`src/rtl/pulse_compressor_if.sv`:
```
// Pulse compressor bus: the raw level input plus every measurement/strobe
// output of the compressor, grouped so one connection carries the whole link.
//   pulse_in    : asynchronous level pulse (driven by the source side)
//   pulse_out   : one-cycle strobe when a pulse qualifies
//   width_out   : last measured high width, held until the next update
//   width_valid : one-cycle strobe, width_out updated this cycle
//   glitch      : one-cycle strobe, pulse rejected as too short
//   overflow    : sticky, last measured pulse saturated the counter
//   busy        : compressor is tracking a pulse
interface pulse_compressor_if #(
    parameter int unsigned CNT_WIDTH = 32
);
    logic                 pulse_in;
    logic                 pulse_out;
    logic [CNT_WIDTH-1:0] width_out;
    logic                 width_valid;
    logic                 glitch;
    logic                 overflow;
    logic                 busy;

    // Source/consumer side: drives the level, observes the results.
    modport master (
        output pulse_in,
        input  pulse_out,
        input  width_out,
        input  width_valid,
        input  glitch,
        input  overflow,
        input  busy
    );

    // Compressor side.
    modport slave (
        input  pulse_in,
        output pulse_out,
        output width_out,
        output width_valid,
        output glitch,
        output overflow,
        output busy
    );
endinterface

```
`src/rtl/pulse_compressor.sv`:
```
// Pulse compressor: synchronises a long level pulse to clk_in, rejects pulses
// shorter than MIN_WIDTH synchronised-high cycles, emits a one-cycle strobe on
// qualification and reports the measured high width when the pulse ends.
// Ports:
//   clk_in : system clock, all logic on the rising edge
//   rst    : synchronous active-low reset
//   bus    : pulse_compressor_if slave (pulse_in in; pulse_out, width_out,
//            width_valid, glitch, overflow, busy out)
module pulse_compressor #(
    parameter int unsigned MIN_WIDTH = 4,
    parameter int unsigned CNT_WIDTH = 32
) (
    input  logic             clk_in,
    input  logic             rst,
    pulse_compressor_if.slave bus
);

    localparam logic [CNT_WIDTH-1:0] CNT_MAX  = '1;
    localparam logic [CNT_WIDTH-1:0] CNT_ONE  = CNT_WIDTH'(1);
    localparam logic [CNT_WIDTH-1:0] CNT_ZERO = '0;
    localparam logic [CNT_WIDTH-1:0] MIN_CNT  = CNT_WIDTH'(MIN_WIDTH);

    typedef enum logic [1:0] {
        IDLE   = 2'b00,
        QUAL   = 2'b01,
        ACTIVE = 2'b10
    } state_t;

    state_t               state;
    state_t               state_d;
    logic                 s1;
    logic                 s2;
    logic                 in_s;
    logic [CNT_WIDTH-1:0] cnt;
    logic [CNT_WIDTH-1:0] cnt_d;
    logic [CNT_WIDTH-1:0] cnt_inc;
    logic                 pulse_q;
    logic                 pulse_d;
    logic [CNT_WIDTH-1:0] width_q;
    logic [CNT_WIDTH-1:0] width_d;
    logic                 width_valid_q;
    logic                 width_valid_d;
    logic                 glitch_q;
    logic                 glitch_d;
    logic                 overflow_q;
    logic                 overflow_d;

    // Two-flop synchroniser; nothing else looks at the raw input.
    assign in_s = s2;

    // State and output registers; reset aborts any pulse in flight.
    always_ff @(posedge clk_in) begin
        if (!rst) begin
            s1            <= 1'b0;
            s2            <= 1'b0;
            state         <= IDLE;
            cnt           <= CNT_ZERO;
            pulse_q       <= 1'b0;
            width_q       <= CNT_ZERO;
            width_valid_q <= 1'b0;
            glitch_q      <= 1'b0;
            overflow_q    <= 1'b0;
        end else begin
            s1            <= bus.pulse_in;
            s2            <= s1;
            state         <= state_d;
            cnt           <= cnt_d;
            pulse_q       <= pulse_d;
            width_q       <= width_d;
            width_valid_q <= width_valid_d;
            glitch_q      <= glitch_d;
            overflow_q    <= overflow_d;
        end
    end

    assign cnt_inc = cnt + CNT_ONE;

    // Next-state and next-output logic; strobes default low every cycle.
    always_comb begin
        state_d       = state;
        cnt_d         = cnt;
        pulse_d       = 1'b0;
        width_d       = width_q;
        width_valid_d = 1'b0;
        glitch_d      = 1'b0;
        overflow_d    = overflow_q;

        case (state)
            IDLE: begin
                if (in_s) begin
                    cnt_d = CNT_ONE;
                    if (MIN_WIDTH == 1) begin
                        // First high sample already qualifies.
                        state_d    = ACTIVE;
                        pulse_d    = 1'b1;
                        overflow_d = 1'b0;
                    end else begin
                        state_d = QUAL;
                    end
                end
            end

            QUAL: begin
                if (in_s) begin
                    cnt_d = cnt_inc;
                    if (cnt_inc == MIN_CNT) begin
                        state_d    = ACTIVE;
                        pulse_d    = 1'b1;
                        overflow_d = 1'b0;
                    end
                end else begin
                    // Too short: reject, keep the previous width report.
                    state_d  = IDLE;
                    glitch_d = 1'b1;
                    cnt_d    = CNT_ZERO;
                end
            end

            ACTIVE: begin
                if (in_s) begin
                    // Saturate rather than wrap so a huge pulse reads as max.
                    if (cnt == CNT_MAX) begin
                        overflow_d = 1'b1;
                    end else begin
                        cnt_d = cnt_inc;
                    end
                end else begin
                    state_d       = IDLE;
                    width_d       = cnt;
                    width_valid_d = 1'b1;
                    cnt_d         = CNT_ZERO;
                end
            end

            default: begin
                state_d = IDLE;
                cnt_d   = CNT_ZERO;
            end
        endcase
    end

    assign bus.pulse_out   = pulse_q;
    assign bus.width_out   = width_q;
    assign bus.width_valid = width_valid_q;
    assign bus.glitch      = glitch_q;
    assign bus.overflow    = overflow_q;
    assign bus.busy        = (state != IDLE);

endmodule

```
`src/flat_wrapper.sv`:
```
// flat-port wrapper written by rule: the top's interface ports become plain ports
module pulse_compressor_flat 
#(
    parameter int unsigned MIN_WIDTH = 4,
    parameter int unsigned CNT_WIDTH = 32
)
  (clk_in, rst, bus_pulse_in, bus_pulse_out, bus_width_out, bus_width_valid, bus_glitch, bus_overflow, bus_busy);
  pulse_compressor_if #(.CNT_WIDTH(CNT_WIDTH)) bus_i ();
  input  logic clk_in;
  input  logic rst;
  input wire logic [$bits(bus_i.pulse_in)-1:0] bus_pulse_in;
  output wire logic [$bits(bus_i.pulse_out)-1:0] bus_pulse_out;
  output wire logic [$bits(bus_i.width_out)-1:0] bus_width_out;
  output wire logic [$bits(bus_i.width_valid)-1:0] bus_width_valid;
  output wire logic [$bits(bus_i.glitch)-1:0] bus_glitch;
  output wire logic [$bits(bus_i.overflow)-1:0] bus_overflow;
  output wire logic [$bits(bus_i.busy)-1:0] bus_busy;
  assign bus_i.pulse_in = bus_pulse_in;
  assign bus_pulse_out = bus_i.pulse_out;
  assign bus_width_out = bus_i.width_out;
  assign bus_width_valid = bus_i.width_valid;
  assign bus_glitch = bus_i.glitch;
  assign bus_overflow = bus_i.overflow;
  assign bus_busy = bus_i.busy;
  pulse_compressor #(.MIN_WIDTH(MIN_WIDTH), .CNT_WIDTH(CNT_WIDTH)) u_core (.clk_in(clk_in), .rst(rst), .bus(bus_i));
endmodule
```
`config.mk`:
```
export PLATFORM = sky130hd
export DESIGN_NAME = pulse_compressor_flat
export DESIGN_NICKNAME = d
export VERILOG_FILES = /design/src/rtl/pulse_compressor_if.sv /design/src/rtl/pulse_compressor.sv /design/src/flat_wrapper.sv
export SDC_FILE = /design/constraint.sdc
export NUM_CORES = 1
export LEC_CHECK = 0
export ABC_AREA = 1
export ABC_CLOCK_PERIOD_IN_PS = 2000
export CAP_MARGIN = 20
export CORE_UTILIZATION = 51
export CTS_CLUSTER_DIAMETER = 200
export CTS_CLUSTER_SIZE = 20
export DETAILED_ROUTE_END_ITERATION = 6
export PLACE_DENSITY = 0.76
export SETUP_SLACK_MARGIN = 0.05
export SLEW_MARGIN = 25
export SYNTH_ARGS = -nofsm -noshare
export SYNTH_HDL_FRONTEND = slang
export SYNTH_SLANG_ARGS = --single-unit
```
`constraint.sdc`:
```
create_clock -name clk_in -period 2 [get_ports clk_in]
set_clock_uncertainty 0.05 [all_clocks]
set_input_delay 0.4 -clock clk_in [delete_from_list [all_inputs] [get_ports clk_in]]
set_output_delay 0.4 -clock clk_in [all_outputs]
set_load 0.05 [all_outputs]
```
==> results of run 1 <==
==> Yosys cell counts <==
library cell	instances	share of area, %
nand2_2	5	0.82
nand4_2	1	0.33
dfxtp_1	72	38
nand4_1	3	0.49
buf_4	2	0.39
buf_2	1	0.13
nand3_2	1	0.26
a21oi_1	57	7.5
a21oi_2	1	0.23
nand2_4	1	0.29
nand2_1	160	16
o21ai_0	41	5.4
o21ai_2	1	0.23
xor2_1	5	1.1
nand3b_1	7	1.4
and2_1	2	0.33
clkbuf_1	17	1.7
xnor2_1	1	0.23
inv_2	2	0.20
inv_1	52	5.1
nor3_1	5	0.65
and3_1	1	0.16
nor2_4	4	1.2
ha_1	6	2.0
nand3_1	35	4.6
nor4_1	3	0.49
nor2_1	79	7.8
o21ai_1	2	0.26
nor2_2	9	1.5
a211oi_1	6	1.2
buf_6	3	0.88
==> cell usage in the layout (no fill, tap or decap), types with 6 or more instances in the layout <==
master	count
nand2_4	7
nand3_2	15
nor2_2	9
a21oi_2	17
nand2_2	16
dlymetal6s2s_1	23
nand3_1	21
clkdlybuf4s50_1	6
dfxtp_1	57
dfxtp_2	12
nor2_1	69
clkbuf_8	11
nand2_1	142
buf_4	82
dlygate4sd2_1	9
inv_1	48
o21ai_0	36
nor2_4	14
a21oi_1	41
nand3b_1	7
==> logic make-up after synthesis <==
kind of cell,count (synthesis)
compound gates,108
simple gates,316
xor+xnor,6
buf+inv,77
flops,72
fa+ha+maj,6
==> power by group <==
part	switching, mW	internal [mW]
clock network	0.587	0.640
registers	0.205	1.76
logic	2.37	1.37
total	3.16	3.76
==> stage by stage <==
stage                     power (mW)  utilization [%]  TNS [ps]  std cells  hold slack [ps]
after floorplan                3.908                -         0        585            340.5
after global placement         4.780            66.78    -830.3        777            352.5
after detailed placement       4.838            66.78     -3076        777            351.8
after CTS                      6.228            72.30     -1148        799            366.9
after global routing           7.204            78.75     -5874        811            401.1
final                          6.927            78.75     -3565        811            361.5
==> critical path, cell delays in order, from the launching register on <==
cell	delay, ps
dfxtp_2	370
ha_4	160
nand2_4	50
nor2_4	120
buf_6	130
nand2_8	60
nor2_4	130
nand4_4	90
o21ai_2	80
inv_2	50
nor2_4	210
clkinvlp_4	290
o21ai_1	190
a21oi_1	60
==> state kept, by name (all words and copies together), names as in the netlist <==
register / count
u_core.bus.overflow: 1
u_core.bus.width_out: 32
u_core.bus.width_valid: 1
u_core.cnt: 32
u_core.s1: 1
u_core.bus.pulse_out: 1
u_core.bus.glitch: 1
u_core.in_s: 1
u_core.state: 2
==> worst min-delay path by stage <==
stage / start / to / slack, ps / cells after the start
final: u_core.s1$_SDFF_PN0_ / u_core.in_s$_SDFF_PN0_ / 360 / 2
after global routing: u_core.s1$_SDFF_PN0_ / u_core.in_s$_SDFF_PN0_ / 400 / 2
after CTS: u_core.s1$_SDFF_PN0_ / u_core.in_s$_SDFF_PN0_ / 370 / 2
after detailed placement: u_core.s1$_SDFF_PN0_ / u_core.in_s$_SDFF_PN0_ / 350 / 2
after global placement: u_core.s1$_SDFF_PN0_ / u_core.in_s$_SDFF_PN0_ / 350 / 2
after floorplan: u_core.s1$_SDFF_PN0_ / u_core.in_s$_SDFF_PN0_ / 340 / 2
==> layout make-up <==
class	count	area, sq um	share of cell area [%]
timing repair inverter	1	7.507	0.1314
tap	99	123.9	2.169
sequential	72	1468	25.70
inverter	54	210.2	3.680
multi-input combinational	436	2450	42.89
clock inverter	5	55.05	0.9639
timing repair buffer	133	1246	21.82
clock buffer	11	151.4	2.651
==> what timing repair did <==
item	4_1_cts	5_1_grt
hold buffers	0	0
endpoints found under the hold margin	0	0
resized for setup	50	107
cloned	1	3
pin swaps	10	29
endpoints found under the setup margin	45	59
setup buffers	5	9
==> routing by layer <==
metal,GRT usage [%],wire length (um)
met5,0,0
met4,12.61,304
met3,4.571,975
met2,54.55,6326
met1,43.96,5824
==> results.json, run 1 <==
{
  "violations": "negative setup slack",
  "r2r_setup_slack_ps": -180,
  "dp_hpwl_mm": 8.802,
  "drt-pass1-iter-count": 5,
  "core_sq_mm": 0.007253,
  "finalSetupViolCount": 33,
  "r2r-start": "u_core.cnt[1]$_SDFFE_PN0P_",
  "cp_max_fo": 6,
  "maxSlewViolCount": 0,
  "place_ws_ps": -211.5,
  "fin_nets": 716,
  "dpl_cell_area_sq_mm": 0.004843,
  "grt_max_degree": 34,
  "required_ps": 2190,
  "chipWidth_um": 88.60,
  "layout-drive-gt1-share_pct": 31.74,
  "cp.arrival_ps": 2370,
  "synthMuxAreaShare_pct": 0,
  "cts_inserted_buffers": 9,
  "hold_viol": 0,
  "drt-initial-drc-count": 411,
  "grt_pass1_wl_mm": 19.55,
  "syn2layout_area_growth_pct": 49.33,
  "synth_compound_area_share_pct": 14.72,
  "ctsRootBufferMaster": "clkbuf_8",
  "rsz0062_at_grt": "yes",
  "wire_per_inst_um": 16.56,
  "grt_pass1_vias": 4049,
  "die_h_um": 88.60,
  "min_period_over_period_pct": 109.0,
  "cp-startpoint": "u_core.cnt[1]$_SDFFE_PN0P_",
  "hp-class": "flop to flop",
  "grtUsageTotal_pct": 33.10,
  "crit_path_end_kind": "flop",
  "synth_top_family_by_area": "simple AND/OR/NAND/NOR gates",
  "grt-ovfl-total": 0,
  "fillers": 562,
  "criticalPathCategory": "flop to flop",
  "max_cap_viol_count": 0,
  "ant_nets": 0,
  "io_buffers": 39,
  "ioPinCount": 40,
  "power.leakage_nw": 2.826,
  "yosys.area_share.xor_xnor_pct": 1.374,
  "htree_levels": 3,
  "cts_max_path_buffers": 2,
  "synth_cell_types": 31,
  "dr_total_vias": 4411,
  "reg2reg_depth": 13,
  "postSynthAreaPerCell_sq_um": 6.538,
  "grt_antenna_before_repair": 0,
  "synth_seq_cells": 72,
  "yosysSeqAreaShare_pct": 37.68,
  "endpoint": "u_core.cnt[17]$_SDFFE_PN0P_",
  "tritoncts": "yes",
  "syn_area_sq_mm": 0.003825,
  "maxSlewHeadroom_pct": 64.27,
  "critical_path.startpoint_type": "flop",
  "synth_cells": 585,
  "rows": 31,
  "fmax_ghz": 0.4589,
  "status": "finished with violations",
  "drt_wl_total_mm": 13.43,
  "max_slew.worst_pin.slew_ps": 535.4,
  "fin_crit_ps": 2179,
  "drt-vias-per-instance": 5.439,
  "synth_simple_gate_area_share_pct": 35.88,
  "finalInstanceArea_sq_mm": 0.005712,
  "initial_utilization_pct": 52.73,
  "clock_sink_count": 72,
  "r2r_end": "u_core.cnt[17]$_SDFFE_PN0P_",
  "synth_adder_area_share_pct": 1.963,
  "routabilityCongestion": 0.9716,
  "setup_ws_ps": -179.1,
  "ys_warn_count": 0,
  "syn-num-nets": 594,
  "drc_errors": 0,
  "die-area_sq_mm": 0.007850,
  "clk_latency_ps": 350,
  "peakVddDrop_mv": 1.047,
  "diodes": 0,
  "powerDensity_mw_per_mm2": 1213,
  "cts.clk_slew.worst_paths_ps": 80
}
Power figures use the tool's default switching activity.
==> run 2, diff against run 1 <==
--- a/config.mk
+++ b/config.mk
@@ -8,12 +8,14 @@
 export ABC_AREA = 1
 export ABC_CLOCK_PERIOD_IN_PS = 2000
 export CAP_MARGIN = 20
+export CORE_ASPECT_RATIO = 0.5
 export CORE_UTILIZATION = 51
 export CTS_CLUSTER_DIAMETER = 200
 export CTS_CLUSTER_SIZE = 20
 export DETAILED_ROUTE_END_ITERATION = 6
 export PLACE_DENSITY = 0.76
 export SETUP_SLACK_MARGIN = 0.05
+export SKIP_CTS_REPAIR_TIMING = 1
 export SLEW_MARGIN = 25
 export SYNTH_ARGS = -nofsm -noshare
 export SYNTH_HDL_FRONTEND = slang
==> run 2 against run 1 <==
The flow still finishes with violations (negative setup slack). Setup slack worse by 100 ps. Largest cell class unchanged. Final area up 2.7%. Hold slack better by 11 ps. Critical path type unchanged. Global-route usage down 0.19 points. First-iteration DRC count up 25%.
==> results.json, run 2 (synthesized netlist as in run 1, its figures left out) <==
{
  "core_sq_mm": 0.006963,
  "fin_crit_ps": 2283,
  "die-area_sq_mm": 0.007871,
  "finalInstanceArea_sq_mm": 0.005866,
  "dpl_cell_area_sq_mm": 0.004922,
  "crit_path_end_kind": "flop",
  "maxSlewViolCount": 0,
  "layout-drive-gt1-share_pct": 32.08,
  "slowest_delay_ps": 360,
  "status": "finished with violations",
  "rsz0062_at_grt": "yes",
  "powerDensity_mw_per_mm2": 1301,
  "criticalPathCategory": "flop to flop",
  "dp_hpwl_mm": 9.088,
  "tritoncts": "yes",
  "violations": "negative setup slack",
  "layout_common_cells": "nand2_1, buf_4, nor2_1",
  "final_cells": 812,
  "cpMaxStageDelayCell": "dfxtp_4",
  "routabilityCongestion": 0.9863,
  "drc_errors": 0,
  "cp-startpoint": "u_core.cnt[1]$_SDFFE_PN0P_",
  "cts.clk_slew.worst_paths_ps": 60,
  "peakVddDrop_mv": 1.060,
  "hold_start": "u_core.s1$_SDFF_PN0_",
  "setup_ws_ps": -282.8,
  "power.leakage_nw": 2.821,
  "initial_utilization_pct": 54.93,
  "routed.top_layer": "met4",
  "rows": 21,
  "fin_util_pct": 84.24,
  "met2_length_mm": 5.805,
  "ioPinCount": 40,
  "chipWidth_um": 124.5,
  "grt_antenna_before_repair": 0,
  "grt_max_degree": 47,
  "place_ws_ps": -293.8,
  "cp_cell_sequence": "buf_4, nand2_1, nor2_4, buf_4, buf_4, nand4_1, nand2_1, nand2_1, nor2_2, nand3_2, nor2_2, nand3_2, nand2_2, nand3_2, nand2_1, nor2_1",
  "cts_max_path_buffers": 2,
  "hold_viol": 0,
  "maxSlewHeadroom_pct": 64.45,
  "drt_wl_total_mm": 14.07,
  "finalSetupViolCount": 34,
  "drt-pass1-iter-count": 6,
  "hp-class": "flop to flop",
  "wl_met3_mm": 1.578,
  "clock_sink_count": 72,
  "critical_path.startpoint_type": "flop",
  "cp_common_cell": "nand2_1",
  "dr_total_vias": 4536,
  "cp_max_fo": 4,
  "fmax_ghz": 0.4381,
  "min_period_over_period_pct": 114.1,
  "cts_inserted_buffers": 9,
  "wire_per_inst_um": 17.32,
  "grt-ovfl-total": 0,
  "cp.arrival_ps": 2470,
  "max_cap_viol_count": 0,
  "grt_pass1_wl_mm": 19.83,
  "drt-vias-per-instance": 5.586,
  "htree_levels": 3,
  "placed_cells": 781,
  "drt-initial-drc-count": 512,
  "grtUsageTotal_pct": 32.91,
  "r2r-start": "u_core.cnt[1]$_SDFFE_PN0P_",
  "io_buffers": 39,
  "layout_commonest_cell": "nand2_1",
  "grt_pass1_vias": 3928,
  "ctsRootBufferMaster": "clkbuf_16",
  "diodes": 0,
  "wl_met1_mm": 6.475,
  "required_ps": 2190,
  "clk_latency_ps": 340,
  "fin_nets": 725,
  "max_slew.worst_pin.slew_ps": 532.7,
  "syn2layout_area_growth_pct": 53.35,
  "whs_ps": 372.3,
  "die_h_um": 63.24,
  "ant_nets": 0
}
[run 2: changes by cell type in the layout (fill, tap and decap cells not counted), sizes merged]
cell | previous run | this run
dlygate4sd2 | 9 | 0
clkbuf | 14 | 13
clkdlybuf4s50 | 6 | 20
clkinv | 2 | 1
buf | 92 | 105
dlymetal6s2s | 23 | 15
[run 2: path summary, 6_finish.rpt]
check	slack, ps	depth (start not counted)	to
max	-280	16	u_core.bus.overflow$_SDFFE_PN0P_
min	370	2	u_core.in_s$_SDFF_PN0_
max reg2reg	-280	16	u_core.bus.overflow$_SDFFE_PN0P_
min reg2reg	370	2	u_core.in_s$_SDFF_PN0_
[run 2: where the power goes]
group	total [mW]	leakage [nW]	switching [mW]	internal [mW]
clock	1.62	0.137	0.626	0.989
combinational	4.04	2.10	2.47	1.57
sequential	1.97	0.589	0.213	1.76
total	7.63	2.82	3.31	4.32
[run 2: stage by stage]
step / setup TNS, ps / power [mW]
2_1_floorplan: 0 / 3.908
3_3_place_gp: -2573 / 4.898
3_5_place_dp: -5024 / 4.928
4_1_cts: -5486 / 6.553
5_1_grt: -8873 / 7.929
6_report: -6259 / 7.630
[run 2: area by class of cell]
type | count | area [sq um]
clock inverter | 5 | 57.56
fill | 418 | 1097
tap | 92 | 115.1
inverter | 54 | 210.2
timing repair buffer | 143 | 1328
sequential | 72 | 1454
multi-input combinational | 436 | 2462
clock buffer | 10 | 239.0
[run 2: critical path, delay by kind of cell (launching register included)]
kind | cells | cell delay (ps)
simple gates | 13 | 1400
flops | 1 | 360
buf+inv | 3 | 370
[run 2: routing by layer]
metal  GRT usage, %  vias to the layer above
met2          46.55                      272
met5              0                        -
met4          8.584                        0
met3          8.921                       30
met1          48.50                     2076
li1               -                     2158
==> run 3, diff against run 2 <==
--- a/config.mk
+++ b/config.mk
@@ -6,13 +6,13 @@
 export NUM_CORES = 1
 export LEC_CHECK = 0
 export ABC_AREA = 1
-export ABC_CLOCK_PERIOD_IN_PS = 2000
 export CAP_MARGIN = 20
 export CORE_ASPECT_RATIO = 0.5
 export CORE_UTILIZATION = 51
 export CTS_CLUSTER_DIAMETER = 200
 export CTS_CLUSTER_SIZE = 20
 export DETAILED_ROUTE_END_ITERATION = 6
+export GPL_ROUTABILITY_DRIVEN = 0
 export PLACE_DENSITY = 0.76
 export SETUP_SLACK_MARGIN = 0.05
 export SKIP_CTS_REPAIR_TIMING = 1
==> constraint.sdc (replaced) <==
create_clock -name clk_in -period 2.05 [get_ports clk_in]
set_clock_uncertainty 0.05 [all_clocks]
set_input_delay 0.41 -clock clk_in [delete_from_list [all_inputs] [get_ports clk_in]]
set_output_delay 0.41 -clock clk_in [all_outputs]
set_load 0.05 [all_outputs]
==> run 3 against run 2 <==
The run still ends with negative setup slack left. Setup slack got worse by 53 ps. Sequential power about the same. Core utilization down 4.8 points. Critical endpoint is now u_core.cnt[1]$_SDFFE_PN0P_.
==> results.json, run 3 (synthesized netlist as in run 1, its figures left out) <==
{
  "status": "finished with violations",
  "violations": "negative setup slack",
  "cp_cell_sequence": "nand2_1, nor3_1, nand4_4, o21ai_2, inv_2, nor2_4, clkinvlp_4, buf_6, o21ai_1, nor2_1",
  "cp_max_fo": 6,
  "cts_max_path_buffers": 2,
  "whs_ps": 366.4,
  "grt_antenna_before_repair": 0,
  "dp_hpwl_mm": 8.201,
  "ant_nets": 0,
  "peakVddDrop_mv": 1.421,
  "dr_total_vias": 4540,
  "p_sw_mw": 3.094,
  "grt_pass1_wl_mm": 18.85,
  "max_cap_viol_count": 0,
  "drt_wl_total_mm": 13.67,
  "drt-pass1-iter-count": 6,
  "required_ps": 2240,
  "crit_path_end_kind": "flop",
  "die_h_um": 63.24,
  "multi_input_comb_area_sq_mm": 0.002286,
  "powerDensity_mw_per_mm2": 1336,
  "initial_utilization_pct": 54.93,
  "tritoncts": "yes",
  "rows": 21,
  "max_slew.worst_pin.slew_ps": 526.2,
  "fillers": 455,
  "criticalPathCategory": "flop to flop",
  "rsz0062_at_grt": "yes",
  "dpl_cell_area_sq_mm": 0.004765,
  "syn2layout_area_growth_pct": 44.65,
  "wire_per_inst_um": 17.34,
  "grt-ovfl-total": 0,
  "maxSlewHeadroom_pct": 64.81,
  "fin_util_pct": 79.46,
  "grtUsageTotal_pct": 30.68,
  "power.total_mw": 7.393,
  "drt-initial-drc-count": 697,
  "diodes": 0,
  "clock_sink_count": 72,
  "fmax_ghz": 0.4191,
  "slowest_delay_ps": 500,
  "regArea_sq_mm": 0.001465,
  "layout-drive-gt1-share_pct": 25.29,
  "grt_pass1_vias": 3773,
  "layout_commonest_cell": "nand2_1",
  "maxSlewViolCount": 0,
  "fin_setup_tns_ps": -6292,
  "critical_path.startpoint_type": "flop",
  "fin_nets": 700,
  "cpMaxStageDelayCell": "dfxtp_1",
  "io_buffers": 39,
  "htree_levels": 3,
  "drc_errors": 0,
  "hp-class": "flop to flop",
  "pwr-share-clk_pct": 24.0,
  "min_period_over_period_pct": 116.4,
  "switching_share_pct": 41.86,
  "ioPinCount": 40,
  "cts.clk_slew.worst_paths_ps": 60,
  "seqPwrFrac_pct": 26.4,
  "layout_common_cells": "nand2_1, buf_4, nor2_1",
  "finalInstanceArea_sq_mm": 0.005533,
  "cp.arrival_ps": 2570,
  "finalSetupViolCount": 36,
  "clk_latency_ps": 350,
  "drt-vias-per-instance": 5.761,
  "comb_power_share_pct": 49.7,
  "ctsRootBufferMaster": "clkbuf_16",
  "setup_ws_ps": -335.9,
  "core_sq_mm": 0.006963,
  "cts_inserted_buffers": 9,
  "fin_crit_ps": 2386,
  "die-area_sq_mm": 0.007871,
  "power.leakage_nw": 2.371,
  "grt_max_degree": 37,
  "hold_viol": 0,
  "chipWidth_um": 124.5,
  "p_int_mw": 4.298
}
[run 3: changes by cell type in the layout (fill, tap and decap cells not counted), sizes merged]
cell / delta
clkbuf: +4
clkinv: -1
buf: -28
clkinvlp: -3
clkdlybuf4s50: +17
dlymetal6s2s: -14
bufinv: +1
[run 3: power groups by stage]
stage               Combinational (mW)  Clock [mW]  Sequential (mW)
floorplan                         1.18           0             2.63
global placement                  2.77           0             1.92
detailed placement                2.81           0             1.92
CTS                               2.83        1.76             1.90
global route                      3.82        1.85             1.98
finish                            3.67        1.77             1.95
[run 3: path summary, 6_finish.rpt]
| path | slack, ps | endpoint | cells after the start | startpoint |
|---|---|---|---|---|
| worst max-delay path | -340 | u_core.cnt[1]$_SDFFE_PN0P_ | 10 | u_core.cnt[29]$_SDFFE_PN0P_ |
| worst min-delay path | 370 | u_core.in_s$_SDFF_PN0_ | 2 | u_core.s1$_SDFF_PN0_ |
| worst max register to register | -340 | u_core.cnt[1]$_SDFFE_PN0P_ | 10 | u_core.cnt[29]$_SDFFE_PN0P_ |
| worst min register to register | 370 | u_core.in_s$_SDFF_PN0_ | 2 | u_core.s1$_SDFF_PN0_ |
[run 3: critical path, delay by kind of cell (launching register included)]
family          cells  cell delay [ps]
simple gates        5             1000
buf+inv             3              470
flops               1              500
compound gates      2              270
[run 3: final cells by class]
class / instances / area share [%]
clock inverter: 2 / 1.085
clock buffer: 14 / 4.953
sequential: 72 / 26.48
timing repair buffer: 118 / 20.28
tap: 92 / 2.080
multi-input combinational: 436 / 41.32
inverter: 54 / 3.799
[run 3: per-stage QoR]
stage	setup WS, ps	cells
final	-335.9	788
after global routing	-414.7	788
after CTS	-282.9	774
after detailed placement	-255.4	758
after global placement	-177.1	758
after floorplan	67.72	585
[run 3: routing by layer]
| metal | vias to the layer above | GRT usage, % | wire length (um) | part of all wire [%] |
|---|---|---|---|---|
| met4 | 0 | 8.434 | 306 | 2.2 |
| met2 | 315 | 42.75 | 5681 | 42 |
| met1 | 2090 | 44.69 | 5964 | 44 |
| met5 | - | 0 | 0 | 0 |
| met3 | 39 | 9.601 | 1713 | 13 |
| li1 | 2096 | - | - | - |
